`src/rtl/ps2_host_tx.sv`:
```
// PS/2 host-to-device transmitter: inhibit, request-to-send, then clocks out
// one byte on device-generated falling edges and checks the device ACK.
module ps2_host_tx #(
    parameter int INHIBIT_CYCLES   = 5000,
    parameter int RTS_SETUP_CYCLES = 20,
    parameter int START_TIMEOUT    = 750000,
    parameter int PACKET_TIMEOUT   = 100000
) (
    input  logic       clock,
    input  logic       reset,
    input  logic       ps2_clk_in,
    input  logic       ps2_dat_in,
    input  logic [7:0] tx_data,
    input  logic       tx_valid,
    output logic       tx_ready,
    output logic       ps2_clk_oe,
    output logic       ps2_dat_oe,
    output logic       rx_inhibit,
    output logic       tx_done,
    output logic       tx_error,
    output logic [1:0] err_code
);

    localparam int M1   = (INHIBIT_CYCLES > RTS_SETUP_CYCLES) ? INHIBIT_CYCLES : RTS_SETUP_CYCLES;
    localparam int M2   = (START_TIMEOUT > PACKET_TIMEOUT) ? START_TIMEOUT : PACKET_TIMEOUT;
    localparam int TMAX = (M1 > M2) ? M1 : M2;
    localparam int TW   = $clog2(TMAX + 1);

    localparam logic [TW-1:0] INH_END = TW'(INHIBIT_CYCLES - 1);
    localparam logic [TW-1:0] RTS_END = TW'(RTS_SETUP_CYCLES - 1);
    localparam logic [TW-1:0] ST_END  = TW'(START_TIMEOUT - 1);
    localparam logic [TW-1:0] PK_END  = TW'(PACKET_TIMEOUT - 1);

    typedef enum logic [2:0] {
        IDLE, INHIBIT, RTS, WAIT_FIRST, SEND, WAIT_ACK, WAIT_IDLE
    } state_t;

    state_t          state, state_nx;
    logic [TW-1:0]   timer;
    logic [3:0]      bitcount;
    logic [9:0]      sh;
    logic            dat_low;
    logic            clk_s1, clk_s2, clk_prev, dat_s1, dat_s2;
    logic            fe;
    logic [1:0]      err_nx;
    logic            done_nx;

    always_ff @(posedge clock or negedge reset) begin
        if (!reset) begin
            clk_s1   <= 1'b1;
            clk_s2   <= 1'b1;
            clk_prev <= 1'b1;
            dat_s1   <= 1'b1;
            dat_s2   <= 1'b1;
        end else begin
            clk_s1   <= ps2_clk_in;
            clk_s2   <= clk_s1;
            clk_prev <= clk_s2;
            dat_s1   <= ps2_dat_in;
            dat_s2   <= dat_s1;
        end
    end

    assign fe = clk_prev & ~clk_s2;

    always_ff @(posedge clock or negedge reset) begin
        if (!reset) state <= IDLE;
        else        state <= state_nx;
    end

    // A falling edge always takes precedence over a timeout in the same cycle.
    always_comb begin
        state_nx = state;
        err_nx   = 2'b00;
        done_nx  = 1'b0;
        unique case (state)
            IDLE:       if (tx_valid) state_nx = INHIBIT;
            INHIBIT:    if (timer == INH_END) state_nx = RTS;
            RTS:        if (timer == RTS_END) state_nx = WAIT_FIRST;
            WAIT_FIRST: begin
                if (fe) state_nx = SEND;
                else if (timer == ST_END) begin
                    state_nx = IDLE;
                    err_nx   = 2'b01;
                end
            end
            SEND: begin
                if (fe) begin
                    if (bitcount == 4'd9) state_nx = WAIT_ACK;
                end else if (timer == PK_END) begin
                    state_nx = IDLE;
                    err_nx   = 2'b10;
                end
            end
            WAIT_ACK: begin
                if (fe) begin
                    if (!dat_s2) state_nx = WAIT_IDLE;
                    else begin
                        state_nx = IDLE;
                        err_nx   = 2'b11;
                    end
                end else if (timer == PK_END) begin
                    state_nx = IDLE;
                    err_nx   = 2'b10;
                end
            end
            WAIT_IDLE: begin
                if (clk_s2 && dat_s2) begin
                    state_nx = IDLE;
                    done_nx  = 1'b1;
                end else if (timer == PK_END) begin
                    state_nx = IDLE;
                    err_nx   = 2'b10;
                end
            end
            default:    state_nx = IDLE;
        endcase
    end

    // Packet timer keeps running from SEND through WAIT_ACK and WAIT_IDLE.
    always_ff @(posedge clock or negedge reset) begin
        if (!reset) begin
            timer    <= '0;
            bitcount <= '0;
            sh       <= '0;
            dat_low  <= 1'b0;
            tx_done  <= 1'b0;
            tx_error <= 1'b0;
            err_code <= 2'b00;
        end else begin
            tx_done  <= done_nx;
            tx_error <= |err_nx;
            if (|err_nx) err_code <= err_nx;
            if (state == IDLE) timer <= '0;
            else if (state_nx != state && state_nx != WAIT_ACK && state_nx != WAIT_IDLE)
                timer <= '0;
            else
                timer <= timer + 1'b1;
            if (state == IDLE && tx_valid) begin
                sh       <= {1'b1, ~^tx_data, tx_data};
                bitcount <= '0;
                dat_low  <= 1'b0;
                err_code <= 2'b00;
            end else if (fe && (state == WAIT_FIRST || state == SEND)) begin
                dat_low  <= ~sh[0];
                sh       <= {1'b0, sh[9:1]};
                bitcount <= (state == WAIT_FIRST) ? 4'd1 : bitcount + 4'd1;
            end
        end
    end

    always_comb begin
        tx_ready   = (state == IDLE);
        rx_inhibit = (state != IDLE);
        ps2_clk_oe = (state == INHIBIT) || (state == RTS);
        ps2_dat_oe = 1'b0;
        unique case (state)
            RTS, WAIT_FIRST: ps2_dat_oe = 1'b1;
            SEND, WAIT_ACK:  ps2_dat_oe = dat_low;
            default:         ps2_dat_oe = 1'b0;
        endcase
    end

endmodule

```
`config.mk`:
```
export PLATFORM = sky130hd
export DESIGN_NAME = ps2_host_tx
export DESIGN_NICKNAME = d
export VERILOG_FILES = /design/src/rtl/ps2_host_tx.sv
export SDC_FILE = /design/constraint.sdc
export NUM_CORES = 1
export LEC_CHECK = 0
export ABC_CLOCK_PERIOD_IN_PS = 2200
export CORE_ASPECT_RATIO = 1.4
export CORE_MARGIN = 5
export CORE_UTILIZATION = 40
export CTS_BUF_LIST = sky130_fd_sc_hd__clkbuf_8
export CTS_CLUSTER_SIZE = 28
export DETAILED_ROUTE_END_ITERATION = 10
export DONT_BUFFER_PORTS = 1
export GPL_TIMING_DRIVEN = 0
export PLACE_DENSITY = 0.56
export SLEW_MARGIN = 40
export SYNTH_ARGS = -nofsm -noshare
export SYNTH_HDL_FRONTEND = slang
export SYNTH_SLANG_ARGS = --single-unit
```
`constraint.sdc`:
```
create_clock -name clock -period 2.2 [get_ports clock]
set_input_delay 0.33 -clock clock [delete_from_list [all_inputs] [get_ports clock]]
set_output_delay 0.33 -clock clock [all_outputs]
set_load 0.05 [all_outputs]
```
==> results.json <==
{
  "yosys.cell_count.top_type": "nand2_1",
  "status": "complete, but fails checks",
  "coreArea_um2": 6660,
  "leakagePower_nw": 1.41,
  "synth-compound-area-share": 0.176,
  "io_buffers": 0,
  "ys_warn_count": 0,
  "synthXorXnorAreaFrac": 0.0824,
  "drv_slew": 0,
  "fp-row-count": 35,
  "synthArstFlopShare": 1.00,
  "worstPathRequired_ns": 2.40,
  "drc_errors": 0,
  "end_kind": "flip-flop",
  "cts_buffer_depth": 2,
  "viasPerCell": 5.53,
  "total_power_mw": 1.60,
  "hold_path.class": "primary input to flip-flop",
  "layout.area.seq_um2": 1190,
  "max-slew-margin-rel": 0.519,
  "violations": "negative setup slack",
  "insertion_delay_ns": 0.31,
  "synthAdderAreaFrac": 0.0226,
  "synth-simple-area-share": 0.244,
  "max_freq_mhz": 429,
  "path_class": "flip-flop to flip-flop",
  "syn_inst": 299,
  "gp_congestion": 0.894,
  "synth_area_leader_cell": "dfrtp_1",
  "cts-buffers-inserted": 5,
  "n_antenna_cell": 0,
  "worst_ep_arrival_time_ns": 2.53,
  "irDropWorstVdd_mv": 0.262,
  "rsz0062_at_grt": "true",
  "ys_top_cells_by_area": "dfrtp_1 (38%), nand2_1 (7.5%), a21oi_2 (6.7%), xnor2_1 (6.3%), dfstp_2 (4.8%)",
  "cts_tree": "done",
  "maxCapViolations": 0,
  "grt_max_degree": 48,
  "yosysUniqueCellTypes": 49,
  "io_pins": 21,
  "fillers": 642,
  "hold_violations": 0,
  "hold_ws_ns": 0.139,
  "vias": 2322,
  "grt_pass1_vias": 2377,
  "nNetsFinal": 345,
  "grt_util_all_layers": 0.174,
  "layout-drive-gt1-share": 0.357,
  "synth_edf_count": 0,
  "wl_um": 6970,
  "synth_seq_cells": 47,
  "worst_setup_path_start_kind": "flip-flop",
  "routedWlPerCell_um": 16.6,
  "setup_viol_count_final": 21,
  "antenna_left": 0,
  "ys_seq_area_frac": 0.428,
  "die_area_um2": 8700,
  "multiInputGateArea_um2": 1640,
  "post_synth_mux_area_share": 0.00362,
  "fin_ws_ns": -0.133,
  "preCtsSetupSlack_ns": -0.266,
  "synth_ff_type": "dfrtp_1",
  "grt_pass1_wl_um": 11900,
  "max_slew.worst_pin.slew_ns": 0.720,
  "critPathMaxFanout": 5,
  "die_w_um": 80.3,
  "place_hpwl_um": 4530,
  "synth_common_cells": "nand2_1 (55), dfrtp_1 (42), a21oi_2 (21)",
  "syn_avg_cell_area_um2": 9.24,
  "clock_sinks": 47,
  "grt_overflow": 0,
  "synthToLayoutAreaGrowth_pct": 25.1,
  "synth_nets": 317,
  "htree_levels": 2,
  "die_y_um": 108,
  "clk_pin_slew_ns": 0.10,
  "initial_core_util": 0.415,
  "syn-cell-area_um2": 2760,
  "synth_top_area_frac": 0.380,
  "synth_top_family_by_area": "simple AND/OR/NAND/NOR gates",
  "fin_skew_ns": 0.0110,
  "drt_iter0_drc": 104,
  "min_period_ns": 2.33,
  "first_pass_iters": 4,
  "fin_crit_sh": 1.06,
  "cts_root_buf": "clkbuf_8",
  "r2r_slack_ns": -0.13,
  "p_per_area_nw_per_um2": 463,
  "antenna_found_initial": 0
}
[cell families after synthesis]
| kind of cell | count (synthesis) |
|---|---|
| AND/OR/NAND/NOR | 133 |
| buffers and inverters | 20 |
| XOR/XNOR | 26 |
| adder cells (fa/ha/maj) | 5 |
| AO/OA/AOI/OAI | 67 |
| flip-flops | 47 |
| multiplexers | 1 |
[report_power, final]
part / switching, mW / leakage, nW / total [mW] / internal, mW
logic: 0.0328 / 0.787 / 0.0582 / 0.0253
registers: 0.00323 / 0.571 / 0.875 / 0.872
clock network: 0.325 / 0.0548 / 0.668 / 0.343
[final timing paths]
check	startpoint	end	depth (start not counted)
setup / recovery	state[2]	timer[18]	7
hold / removal	tx_data[3]	sh[3]	2
setup reg to reg	state[2]	timer[18]	7
hold reg to reg	dat_s1	dat_s2	0
max in group asynchronous	reset	dat_s1	2
min in group asynchronous	reset	state[0]	2
[metrics by stage]
stage	area, um^2	util	TNS [ns]	std cells
final	3460	0.519	-2.38	420
after global routing	3460	0.519	-5.19	420
after CTS	3420	0.514	-2.48	417
after detailed placement	2900	0.435	-5.33	391
after global placement	2890	0.434	-5.40	391
after floorplan	2780	-	0	299
[area by class of cell]
cell class,count,area share
clock inverters,3,0.0134
repair buffers,22,0.0677
well taps,92,0.0333
inverters,6,0.00760
clock buffers,5,0.0199
multi-input cells,232,0.473
flip-flops and latches,47,0.344
plain buffers,13,0.0409
[worst max-delay path: stages, from the launching register on]
cell and delay, ns:
dfrtp_2 0.43, nor3_4 0.63, clkinvlp_4 0.52, o21a_1 0.26, buf_6 0.15, clkbuf_8 0.15
nand2_2 0.06, a21oi_2 0.03
[routing by layer]
metal  GRT usage  share of wire  vias up
li1            -              -     1101
met1       0.209           0.41     1144
met2       0.310           0.53       62
met3      0.0258          0.034       15
met4      0.0652          0.023        0
met5           0              0        -
[timing repair]
item                                   4_1_cts  5_1_grt
pin swaps                                    7       11
setup buffers                               11        4
cloned                                       4        0
endpoints found under the hold margin       49        0
gates resized for setup                     57       15
hold buffers                                 4        0
setup endpoints to repair                   30       31
[placed cells by master (no fill, tap or decap), drive strengths merged, types with 2 or more instances in the layout]
cell / instances
clkinvlp: 2
o211ai: 2
nand3b: 3
dfrtp: 42
dlygate4sd3: 3
and2: 6
nand2: 55
xnor2: 20
o21ai: 13
nand3: 10
xor2: 6
nor4: 4
clkbuf: 8
dfstp: 5
nor2: 16
a21oi: 33
nand2b: 3
inv: 6
nor2b: 4
nor3: 6
and3: 9
ha: 5
and4: 2
nand4: 9
a22oi: 8
buf: 29
[sequential cells by signal (all words and copies together), names as in the netlist]
register	cells
clk_s1	1
state	3
sh	10
dat_s2	1
dat_s1	1
tx_done	1
bitcount	4
err_code	2
clk_prev	1
dat_low	1
clk_s2	1
timer	20
tx_error	1
Power figures use the tool's default switching activity.
